### src/rtl/axicb_mst_rd_ostdg_ctrl.sv
// ---------------------------------------------------------------------------
// axicb_mst_rd_ostdg_ctrl
// Read-path outstanding-request controller sitting between one master agent
// and its read switch. Tracks in-flight reads (AR accepted, RLAST not yet
// returned), caps them at MAX_OSTDG, and holds back any AR whose decoded
// target differs from the target of the reads already in flight. Keeping all
// outstanding reads on one slave (or the DECERR path) means R data and RLAST
// framing always come back to the master in issue order.
//
// Ports
//   aclk, aresetn, srst    clock, async active-low reset, sync active-high reset
//   s_ar*                  AR channel from the master
//   s_r*                   R channel to the master (wired straight through)
//   m_ar*                  AR channel to the switch
//   m_r*                   R channel from the switch
//   ostdg_cnt              current number of in-flight reads
//   ar_stalled             master is presenting an AR that this block is holding
// ---------------------------------------------------------------------------
module axicb_mst_rd_ostdg_ctrl #(
    parameter int                    AXI_ADDR_W      = 8,
    parameter int                    ARCH_W          = 8,
    parameter int                    RCH_W           = 8,
    parameter int                    SLV_NB          = 4,
    parameter int                    MAX_OSTDG       = 4,
    parameter logic [3:0]            MST_ROUTES      = 4'b1111,
    parameter logic [AXI_ADDR_W-1:0] SLV0_START_ADDR = 'h00,
    parameter logic [AXI_ADDR_W-1:0] SLV0_END_ADDR   = 'h0F,
    parameter logic [AXI_ADDR_W-1:0] SLV1_START_ADDR = 'h10,
    parameter logic [AXI_ADDR_W-1:0] SLV1_END_ADDR   = 'h7F,
    parameter logic [AXI_ADDR_W-1:0] SLV2_START_ADDR = 'h80,
    parameter logic [AXI_ADDR_W-1:0] SLV2_END_ADDR   = 'hBF,
    parameter logic [AXI_ADDR_W-1:0] SLV3_START_ADDR = 'hC0,
    parameter logic [AXI_ADDR_W-1:0] SLV3_END_ADDR   = 'hFF
) (
    input  logic              aclk,
    input  logic              aresetn,
    input  logic              srst,
    input  logic              s_arvalid,
    output logic              s_arready,
    input  logic [ARCH_W-1:0] s_arch,
    output logic              s_rvalid,
    input  logic              s_rready,
    output logic              s_rlast,
    output logic [RCH_W-1:0]  s_rch,
    output logic              m_arvalid,
    input  logic              m_arready,
    output logic [ARCH_W-1:0] m_arch,
    input  logic              m_rvalid,
    output logic              m_rready,
    input  logic              m_rlast,
    input  logic [RCH_W-1:0]  m_rch,
    output logic [7:0]        ostdg_cnt,
    output logic              ar_stalled
);

    localparam logic [AXI_ADDR_W-1:0] SLV_START [4] = '{
        SLV0_START_ADDR, SLV1_START_ADDR, SLV2_START_ADDR, SLV3_START_ADDR};
    localparam logic [AXI_ADDR_W-1:0] SLV_END [4] = '{
        SLV0_END_ADDR, SLV1_END_ADDR, SLV2_END_ADDR, SLV3_END_ADDR};
    localparam logic [7:0] CNT_MAX  = 8'(MAX_OSTDG);
    localparam logic [2:0] TGT_MISR = 3'(SLV_NB);

    logic [AXI_ADDR_W-1:0] addr;
    logic [AXI_ADDR_W-1:0] offs;
    logic [2:0]            tgt;
    logic [7:0]            cnt;
    logic [2:0]            cur_tgt;
    logic                  block;
    logic                  ar_hs;
    logic                  r_done;

    assign addr = s_arch[AXI_ADDR_W-1:0];

    // Window hit is tested as (addr - start) <= (end - start) with wrap-around
    // subtraction, which is equivalent to start <= addr <= end for a well
    // formed window. Walking from the top index down lets the lowest matching
    // slave win.
    always_comb begin
        tgt  = TGT_MISR;
        offs = '0;
        for (int i = SLV_NB - 1; i >= 0; i--) begin
            offs = addr - SLV_START[i];
            if (MST_ROUTES[i] && (offs <= (SLV_END[i] - SLV_START[i])))
                tgt = 3'(i);
        end
    end

    // Block is built only from registered state and the master's AR payload,
    // so there is no path from m_arready back to m_arvalid.
    assign block      = (cnt == CNT_MAX) || ((cnt != 8'd0) && (tgt != cur_tgt));
    assign m_arvalid  = s_arvalid & ~block;
    assign s_arready  = m_arready & ~block;
    assign m_arch     = s_arch;
    assign ar_stalled = s_arvalid & block;

    assign s_rvalid = m_rvalid;
    assign s_rlast  = m_rlast;
    assign s_rch    = m_rch;
    assign m_rready = s_rready;

    assign ar_hs  = s_arvalid & s_arready;
    assign r_done = m_rvalid & m_rready & m_rlast;

    always_ff @(posedge aclk or negedge aresetn) begin
        if (!aresetn) begin
            cnt     <= 8'd0;
            cur_tgt <= 3'd0;
        end else if (srst) begin
            cnt     <= 8'd0;
            cur_tgt <= 3'd0;
        end else begin
            if (ar_hs)
                cur_tgt <= tgt;
            if (ar_hs && !r_done) begin
                if (cnt != CNT_MAX)
                    cnt <= cnt + 8'd1;
            end else if (r_done && !ar_hs) begin
                // RLAST with nothing in flight is a protocol error; stay at 0.
                if (cnt != 8'd0)
                    cnt <= cnt - 8'd1;
            end
        end
    end

    assign ostdg_cnt = cnt;

endmodule
### config.mk
export PLATFORM = sky130hd
export DESIGN_NAME = axicb_mst_rd_ostdg_ctrl
export DESIGN_NICKNAME = d
export VERILOG_FILES = /design/src/rtl/axicb_mst_rd_ostdg_ctrl.sv
export SDC_FILE = /design/constraint.sdc
export NUM_CORES = 1
export LEC_CHECK = 0
export CORE_UTILIZATION = 50
export DETAILED_ROUTE_END_ITERATION = 12
export DONT_BUFFER_PORTS = 1
export PLACE_DENSITY = 0.66
export SLEW_MARGIN = 15
export SYNTH_ARGS = -nofsm -noshare
export SYNTH_HDL_FRONTEND = slang
export SYNTH_SLANG_ARGS = --single-unit
### constraint.sdc
create_clock -name aclk -period 3.44 [get_ports aclk]
set_input_delay 0 -clock aclk [delete_from_list [all_inputs] [get_ports aclk]]
set_output_delay 0 -clock aclk [all_outputs]
set_load 0.02 [all_outputs]
==> flow_metrics.py <==
metrics = {
    "synth": {
        "synth_simple_gate_area_frac": 0.191,
        "dominantRegCellSynth": "dfrtp_1",
        "muxShareOfSynthArea": 0.0491,
        "async_flop_share": 1.00,
        "ys_warn_count": 0,
        "synth_compound_area_frac": 0.172,
        "synth_cell_type_count": 40,
        "syn_inst": 114,
        "synth_edf_count": 0,
        "synth_area_um2": 1020,
        "synth.top_cells.by_count": "buf_4, nor2_1, dfrtp_1",
        "ys_ff_latch": 11,
        "synth.area.top_cells": "dfrtp_1, buf_4, ha_1, nor2_1, mux2i_1",
        "synthAdderAreaFrac": 0.0933,
        "synth-xor-area-share": 0.0515,
        "yosysTopAreaCell": "dfrtp_1",
        "synth_nets": 145,
        "synth_seq_area_share": 0.270,
        "yosysMostFrequentCell": "buf_4",
        "synth_top_cell_area_share": 0.270,
        "synth_top_family_by_area": "simple AND/OR/NAND/NOR gates",
        "syn_area_per_cell_um2": 8.94,
    },
    "sta": {
        "tightest_slew_ns": 0.625,
        "fin_crit_sh": 0.937,
        "setup_viol": 0,
        "rsz0062_at_grt": "no",
        "finalHoldViolations": 0,
        "worst_clock_skew_ns": 0.00342,
        "max-slew-margin-rel": 0.581,
        "final_max_slew_viol_count": 0,
        "tns_ns": 0,
        "max_freq_ghz": 0.310,
        "final.min_clock_period_ns": 3.22,
    },
    "worst_setup_path": {
        "critPathLaunchType": "flip-flop",
        "crit_path_frequent_cell": "and3_1",
        "critPathRequiredTime_ns": 3.64,
        "path_class": "reg2reg",
        "worst_setup_path_end_kind": "flip-flop",
        "cp.arrival_ns": 3.42,
        "cp_slowest_stage_delay_ns": 0.54,
        "cp_cell_sequence": "nor3_2 -> a2111o_1 -> o22ai_2 -> nand2_1 -> ha_1 -> and3_1 -> a221o_1 -> o41a_1 -> and3_1 -> o21a_1 -> nor3_1",
        "crit_fanout": 7,
        "crit_path_top_delay_cell": "dfrtp_1",
    },
    "power": {
        "total_power_mw": 1.14,
        "p_leak_nw": 0.460,
        "power_density_nw_per_um2": 1140,
        "ir_drop_v": 0.000582,
    },
    "placement": {
        "place_congestion": 0.907,
        "hpwl_um": 1640,
        "port_buffers": 0,
        "dpl_cell_area_um2": 923,
        "numPlacedInstances": 122,
    },
    "floorplanning": {
        "core_area_um2": 1820,
        "die_area_um2": 2220,
        "die_y_um": 47.2,
        "initial_core_util": 0.560,
        "rows": 15,
        "fp.dieW_um": 47.2,
        "io_pins": 54,
    },
    "detailed_routing": {
        "first_iter_violations": 11,
        "drt_pass1_iterations": 4,
        "via_count": 789,
        "drt-wirelength-per-cell_um": 16.2,
        "viasPerCell": 6.07,
        "drc_errors": 0,
        "detail-route-antenna-nets": 0,
        "drt-total-wl_um": 2110,
    },
    "outcome": {
        "status": "completed",
    },
    "clock_tree": {
        "cts_sinks": 11,
        "cts_tree": "yes",
        "cts.clk_slew.worst_paths_ns": 0.07,
        "cts_buffers": 3,
        "cts_buffer_depth": 2,
        "cts_max_level": 1,
        "clk_latency_ns": 0.27,
        "clockRootBuffer": "clkbuf_4",
        "postCtsSetupBuffers": 0,
    },
    "finish": {
        "final-instance-count-excl-fill": 130,
        "drive_gt1_frac": 0.133,
        "nFillCells": 175,
        "area_growth_pct": -1.60,
        "n_antenna_cell": 0,
        "final_cell_area_um2": 1000,
        "final_nets": 137,
    },
    "job": {
        "cap_violations": 0,
    },
    "global_route": {
        "grt_max_degree": 13,
        "grt_pass1_vias": 769,
        "grt_pass1_wl_um": 3210,
        "grt.overflow.total": 0,
        "track_usage": 0.207,
        "antenna_found_initial": 0,
    },
    "worst_hold_path": {
        "hp-class": "in2out",
    },
}
[layout by cell type, fill, tap and decap left out, types with 2 or more instances in the layout]
cell type	Yosys	final
nor2_1	14	14
and3_1	2	2
xor2_1	2	2
mux2i_1	5	5
a21oi_1	3	3
nand2_1	3	3
o21bai_1	2	2
nand3_1	2	2
inv_1	5	5
buf_4	19	4
xnor2_1	4	4
nor3_1	6	5
dfrtp_1	11	11
clkbuf_4	0	3
dlygate4sd3_1	0	4
nor2b_1	4	4
o21ai_0	2	2
ha_1	6	6
[sequential cells by signal (all words and copies together) (netlist names)]
register and count:
ostdg_cnt 8, cur_tgt 3
[per-stage QoR]
| stage | hold slack (ns) | utilization | setup WS [ns] |
|---|---|---|---|
| after floorplan | -0.296 | - | 0.212 |
| after global placement | -0.295 | 0.507 | 0.286 |
| after detailed placement | -0.295 | 0.507 | 0.173 |
| after CTS | 0.000160 | 0.544 | 0.165 |
| after global routing | 0.0000322 | 0.551 | 0.0382 |
| final | 0.00000775 | 0.551 | 0.215 |
[critical path: cells and delay by family, from the launching register on]
| kind | cells | cell delay (ns) |
|---|---|---|
| compound gates | 5 | 1.38 |
| fa+ha+maj | 1 | 0.40 |
| flops | 1 | 0.54 |
| simple gates | 5 | 0.81 |
[logic make-up (layout without fill, tap and decap cells)]
logic type                 after synthesis  count (layout)
AOI/OAI and AO/OA                       21              21
and+or+nand+nor                         38              38
adders and majority gates                7               7
buffers and inverters                   26              17
DFF                                     11              11
muxes                                    5               5
xor gates and xnor gates                 6               6
[final cells by class]
cell class	instances	area, um^2	area share
clock buffer	4	26.3	0.0262
inverter	5	18.8	0.0187
multi-input combinational	77	582	0.580
sequential	11	275	0.274
tap	25	31.3	0.0312
timing repair buffer	8	70.1	0.0698
[timing repair]
item	in CTS	in global routing
setup endpoints to repair	0	1
endpoints found under the hold margin	22	0
hold buffers	4	0
gates resized for setup	0	2
[per-layer routing]
metal | vias up | GRT usage | wire length (um)
met5 | - | 0 | 0
met3 | 10 | 0.0731 | 150
met2 | 33 | 0.328 | 998
met1 | 381 | 0.261 | 911
li1 | 365 | - | -
met4 | 0 | 0.0743 | 46
[worst paths after layout]
check | depth (start not counted) | startpoint | endpoint | slack (ns)
max | 11 | ostdg_cnt[6] | ostdg_cnt[7] | 0.22
min | 0 | m_rch[6] | s_rch[6] | 0.000008
max reg2reg | 11 | ostdg_cnt[6] | ostdg_cnt[7] | 0.22
min reg2reg | 2 | cur_tgt[1] | cur_tgt[1] | 0.55
max in group asynchronous | 1 | aresetn | cur_tgt[1] | 2.96
min in group asynchronous | 1 | aresetn | ostdg_cnt[4] | 0.13
[where the power goes]
group	total, mW	switching (mW)	internal, mW
clock network	0.0911	0.0462	0.0450
logic	0.792	0.441	0.352
registers	0.258	0.0864	0.171
No activity file was read; power rests on OpenSTA's default activity.
